[src/rtl/uart_pkg.sv]
// rtl/uart_pkg.sv - shared UART definitions used by the transmitter and receiver
package uart_pkg;

    localparam int   UART_DATA_WIDTH = 8;
    localparam int   PRESCALE_W      = 5;

    localparam logic PARITY_EVEN     = 1'b0;
    localparam logic PARITY_ODD      = 1'b1;

    localparam logic IDLE_LEVEL      = 1'b1;

    typedef enum logic [2:0] {
        ST_IDLE,
        ST_START,
        ST_DATA,
        ST_PARITY,
        ST_STOP
    } uart_state_e;

endpackage

[src/rtl/uart_tx_baud_cnt.sv]
// rtl/uart_tx_baud_cnt.sv - loadable down-counter giving a one-cycle bit_done every load_val cycles
module uart_tx_baud_cnt
    import uart_pkg::*;
(
    input  logic                  clk,
    input  logic                  reset,
    input  logic                  load,
    input  logic                  enable,
    input  logic [PRESCALE_W-1:0] load_val,
    output logic                  bit_done
);

    logic [PRESCALE_W-1:0] cnt_q, cnt_d;

    // bit_done fires on the last cycle of a bit; the counter reloads on that same edge
    always_comb begin
        cnt_d    = cnt_q;
        bit_done = enable && (cnt_q == PRESCALE_W'(1));
        if (load || bit_done) begin
            cnt_d = load_val;
        end else if (enable) begin
            cnt_d = cnt_q - PRESCALE_W'(1);
        end
    end

    always_ff @(posedge clk) begin
        if (reset) begin
            cnt_q <= '0;
        end else begin
            cnt_q <= cnt_d;
        end
    end

endmodule

[src/rtl/uart_tx.sv]
// rtl/uart_tx.sv - UART transmitter: start, LSB-first data, optional parity, stop
module uart_tx
    import uart_pkg::*;
#(
    parameter int DATA_WIDTH = UART_DATA_WIDTH
) (
    input  logic                  CLK,
    input  logic                  Reset,
    input  logic [DATA_WIDTH-1:0] P_Data,
    input  logic                  Data_valid,
    input  logic                  Parity_EN,
    input  logic                  Parity_type,
    input  logic [PRESCALE_W-1:0] Prescale,
    output logic                  S_Data,
    output logic                  Busy
);

    localparam int IDX_W = (DATA_WIDTH > 1) ? $clog2(DATA_WIDTH) : 1;

    uart_state_e           state_q, state_d;
    logic [DATA_WIDTH-1:0] shift_q, shift_d;
    logic [IDX_W-1:0]      bit_idx_q, bit_idx_d;
    logic                  parity_en_q, parity_en_d;
    logic                  parity_bit_q, parity_bit_d;
    logic [PRESCALE_W-1:0] prescale_q, prescale_d;
    logic                  s_data_q, s_data_d;
    logic                  busy_q, busy_d;
    logic [PRESCALE_W-1:0] presc_eff;
    logic [PRESCALE_W-1:0] baud_load_val;
    logic                  accept;
    logic                  bit_done;

    assign presc_eff     = (Prescale == '0) ? PRESCALE_W'(1) : Prescale;
    assign accept        = (state_q == ST_IDLE) && Data_valid;
    assign baud_load_val = accept ? presc_eff : prescale_q;

    uart_tx_baud_cnt u_baud_cnt (
        .clk      (CLK),
        .reset    (Reset),
        .load     (accept),
        .enable   (state_q != ST_IDLE),
        .load_val (baud_load_val),
        .bit_done (bit_done)
    );

    // Line and Busy are registered from the next-state decision, so the
    // start bit appears on the very edge that accepts the frame.
    always_comb begin
        state_d      = state_q;
        shift_d      = shift_q;
        bit_idx_d    = bit_idx_q;
        parity_en_d  = parity_en_q;
        parity_bit_d = parity_bit_q;
        prescale_d   = prescale_q;
        s_data_d     = s_data_q;
        busy_d       = busy_q;
        case (state_q)
            ST_IDLE: begin
                if (Data_valid) begin
                    state_d      = ST_START;
                    shift_d      = P_Data;
                    parity_en_d  = Parity_EN;
                    parity_bit_d = (^P_Data) ^ (Parity_type == PARITY_ODD);
                    prescale_d   = presc_eff;
                    s_data_d     = 1'b0;
                    busy_d       = 1'b1;
                end
            end
            ST_START: begin
                if (bit_done) begin
                    state_d   = ST_DATA;
                    bit_idx_d = '0;
                    s_data_d  = shift_q[0];
                    shift_d   = shift_q >> 1;
                end
            end
            ST_DATA: begin
                if (bit_done) begin
                    if (bit_idx_q == IDX_W'(DATA_WIDTH - 1)) begin
                        if (parity_en_q) begin
                            state_d  = ST_PARITY;
                            s_data_d = parity_bit_q;
                        end else begin
                            state_d  = ST_STOP;
                            s_data_d = IDLE_LEVEL;
                        end
                    end else begin
                        bit_idx_d = bit_idx_q + IDX_W'(1);
                        s_data_d  = shift_q[0];
                        shift_d   = shift_q >> 1;
                    end
                end
            end
            ST_PARITY: begin
                if (bit_done) begin
                    state_d  = ST_STOP;
                    s_data_d = IDLE_LEVEL;
                end
            end
            ST_STOP: begin
                if (bit_done) begin
                    state_d  = ST_IDLE;
                    s_data_d = IDLE_LEVEL;
                    busy_d   = 1'b0;
                end
            end
            default: begin
                state_d  = ST_IDLE;
                s_data_d = IDLE_LEVEL;
                busy_d   = 1'b0;
            end
        endcase
    end

    always_ff @(posedge CLK) begin
        if (Reset) begin
            state_q      <= ST_IDLE;
            shift_q      <= '0;
            bit_idx_q    <= '0;
            parity_en_q  <= 1'b0;
            parity_bit_q <= 1'b0;
            prescale_q   <= '0;
            s_data_q     <= IDLE_LEVEL;
            busy_q       <= 1'b0;
        end else begin
            state_q      <= state_d;
            shift_q      <= shift_d;
            bit_idx_q    <= bit_idx_d;
            parity_en_q  <= parity_en_d;
            parity_bit_q <= parity_bit_d;
            prescale_q   <= prescale_d;
            s_data_q     <= s_data_d;
            busy_q       <= busy_d;
        end
    end

    assign S_Data = s_data_q;
    assign Busy   = busy_q;

endmodule
[config.mk]
export PLATFORM = sky130hd
export DESIGN_NAME = uart_tx
export DESIGN_NICKNAME = d
export VERILOG_FILES = /design/src/rtl/uart_pkg.sv /design/src/rtl/uart_tx_baud_cnt.sv /design/src/rtl/uart_tx.sv
export SDC_FILE = /design/constraint.sdc
export NUM_CORES = 1
export LEC_CHECK = 0
export CAP_MARGIN = 40
export CORE_MARGIN = 1.5
export CORE_UTILIZATION = 51
export DETAILED_ROUTE_END_ITERATION = 6
export DONT_BUFFER_PORTS = 1
export GPL_ROUTABILITY_DRIVEN = 0
export PLACE_DENSITY = 0.66
export SLEW_MARGIN = 20
export SYNTH_ARGS = -nofsm -noshare
export SYNTH_HDL_FRONTEND = slang
export SYNTH_SLANG_ARGS = --single-unit
[constraint.sdc]
create_clock -name CLK -period 2.1 [get_ports CLK]
set_input_delay 0.21 -clock CLK [delete_from_list [all_inputs] [get_ports CLK]]
set_output_delay 0.21 -clock CLK [all_outputs]
set_load 0.02 [all_outputs]
==> out/metrics.csv <==
stage,metric,value,unit
run_status,status,"complete, no violations",
sta,fmax,507.3,MHz
power_and_ir_drop,ir_worst_vdd,0.0007278,V
die,core_area,0.003028,mm2
logic_synthesis,syn_nets,208,
detailed_routing,wl,3.173,mm
die,start_util,53.06,%
final_layout,seq_area,560.5,um2
grt,grt.total_usage,19.64,%
detailed_routing,ant_nets,0,
grt,antenna_found_initial,0,
sta,setup_tns,0,ns
logic_synthesis,ys_warn_count,0,
sta,relSlewSlack,66.08,%
clock_tree,cts-buffers-inserted,3,
critical_path,cp.arrival,2.24,ns
critical_path,cp-start-kind,flip-flop,
sta,skew,0.002710,ns
detailed_routing,vias_per_cell,5.692,
power_and_ir_drop,combPwrFrac,54.5,%
die,num_io_pins,20,
sta,slew_violations,0,
clock_tree,root_buffer,clkbuf_4,
final_layout,drive_above_1_share,11.05,%
die,dieArea,0.003496,mm2
final_layout,nets,213,
critical_path,worstPathRequired,2.37,ns
sta,worst_pin_slew,0.5081,ns
power_and_ir_drop,clkPwrFrac,10.1,%
final_layout,final_cell_mix,"dfxtp_1 (28), nor2_1 (20), a21oi_1 (20)",
grt,grt_pass1_wl,5.292,mm
worst_hold_path,hold_depth,2,
logic_synthesis,ys_seq_area_share,34.89,%
logic_synthesis,netlist_area,0.001607,mm2
final_layout,antennaDiodeCount,0,
flow_run,max_cap_viol_count,0,
final_layout,fillers,280,
detailed_routing,route.detailed.drc,0,
sta,period_share,93.88,%
placement,numPortBuffers,0,
power_and_ir_drop,p_total,2.593,mW
logic_synthesis,avgSynthCellArea,8.637,um2
worst_hold_path,min_path_type,input port to flip-flop,
power_and_ir_drop,p_int,1.478,mW
clock_tree,numClockSinks,28,
detailed_routing,dr.pass1.iters,4,
grt,grt_pass1_vias,1173,
clock_tree,cts.path.max_buffers,2,
clock_tree,cts_tree,done,
critical_path,worstSetupEndpointType,flip-flop,
logic_synthesis,ys_types,42,
sta,setup-violations-final,0,
final_layout,final_common_cell,dfxtp_1,
detailed_routing,drtIter0Drc,55,
critical_path,worst_r2r_path_depth,6,
power_and_ir_drop,power_density,1492,mW/mm2
logic_synthesis,ys_ff_latch,28,
critical_path,cp_max_fo,8,
final_layout,area_growth,8.178,%
sta,rsz0062_at_grt,no,
die,core.rowCount,20,
power_and_ir_drop,switching_share,43.00,%
placement,hpwlAfterDp,2.297,mm
detailed_routing,avgRoutedWirePerCell,13.56,um
power_and_ir_drop,p_seq_share,35.3,%
final_layout,multi_input_area,960.9,um2
critical_path,setup.worst_path.class,flip-flop to flip-flop,
die,die_x,59.13,um
logic_synthesis,synthCells,186,
clock_tree,cts.clk_slew.worst_paths,0.15,ns
grt,grt_overflow_total,0,
clock_tree,clk_latency,0.33,ns
die,die_h,59.13,um
detailed_routing,vias,1332,
sta,hold_viol,0,
grt,grt_max_degree,29,
sta,period_minus_slack,1.971,ns
clock_tree,ctsHtreeMaxLevel,1,
power_and_ir_drop,p_leak,0.6402,nW
power_and_ir_drop,p_sw,1.115,mW
## synth_stat cells (all sizes together)
cell,number,area [um2]
nor2,20,75.07
nor3,6,41.29
clkbuf,5,20.01
xnor3,1,22.52
nand4b,1,8.760
a31oi,3,18.77
or3,2,12.51
inv,4,15.01
nor2b,2,12.51
a211oi,8,75.08
nand3b,1,7.510
o31ai,1,7.510
nand2,17,63.81
nand4,2,12.51
xor2,1,8.760
o22ai,2,12.51
nand2b,8,50.05
nor3b,3,22.52
nor4,1,6.260
o21bai,1,7.510
buf,6,53.79
dfxtp,28,560.5
nor4b,2,32.53
o2111ai,1,8.760
ha,4,50.05
or4b,2,20.02
xnor2,5,43.79
o21ai,9,56.31
nand3,2,10.01
o21a,2,15.01
a21oi,22,117.6
and2b,1,7.510
mux2i,13,130.1
## sequential cells by signal (all words and copies together), names as in the netlist
register          flops
shift_q               8
state_q               3
Busy                  1
bit_idx_q             3
u_baud_cnt.cnt_q      5
S_Data                1
parity_en_q           1
parity_bit_q          1
prescale_q            5
## critical path, stage by stage (launching register included)
cell and delay, ns:
dfxtp_1 0.42, ha_1 0.20, or4b_4 0.55, o21ai_4 0.27, mux2i_1 0.22, o21ai_0 0.11, a21oi_1 0.14
## metrics by stage
stage	utilization (%)	hold WS [ns]	instances	setup slack, ns	instance area [um2]
after floorplan	-	0.3460	186	0.3018	1607
after global placement	54.09	0.2783	224	0.1576	1638
after detailed placement	54.09	0.2799	224	0.01528	1638
after CTS	56.41	0.02649	231	0.1032	1708
after global routing	57.40	0.03147	234	0.005962	1738
final	57.40	0.04857	234	0.1286	1738
## repair_timing
action,in CTS,in global routing
endpoints found under the setup margin,1,2
pin swaps,0,1
endpoints found under the hold margin,28,0
buffers inserted,0,2
hold buffers,3,0
resized for setup,1,0
## area by class of cell
cell class	count	area share (%)
Multi-Input combinational cell	143	55.29
Tap cell	44	3.168
Clock buffer	4	2.088
Timing Repair Buffer	11	6.336
Sequential cell	28	32.25
Inverter	4	0.8639
## cells by family after synthesis
group,after synthesis,share of synthesized area [%]
AOI/OAI and AO/OA,49,19.86
xor gates and xnor gates,7,4.673
adders and majority gates,4,3.115
buffers and inverters,15,5.528
DFF,28,34.89
muxes,13,8.099
and+or+nand+nor,70,23.83
## layer usage
metal  vias up  share of wire (%)  GRT usage [%]
met5         -                  0              0
met4         0                1.2          6.818
met3         4                4.4          3.275
met2        34                 49          31.11
met1       623                 45          27.12
li1        671                  -              -
## worst paths after layout
check	from	slack, ns	endpoint
setup / recovery	u_baud_cnt.cnt_q[0]	0.13	u_baud_cnt.cnt_q[3]
hold / removal	Prescale[2]	0.05	u_baud_cnt.cnt_q[2]
setup reg to reg	u_baud_cnt.cnt_q[0]	0.13	u_baud_cnt.cnt_q[3]
hold reg to reg	parity_bit_q	0.47	parity_bit_q
## power by group through the flow
stage               Clock (mW)  Combinational (mW)  Sequential, mW
detailed placement           0                1.34           0.922
floorplan                    0                1.20           0.831
finish                   0.263                1.41           0.916
global placement             0                1.31           0.913
global route             0.294                1.57           0.946
CTS                      0.280                1.37           0.912
Note: power is estimated with default switching activity, not from simulation.
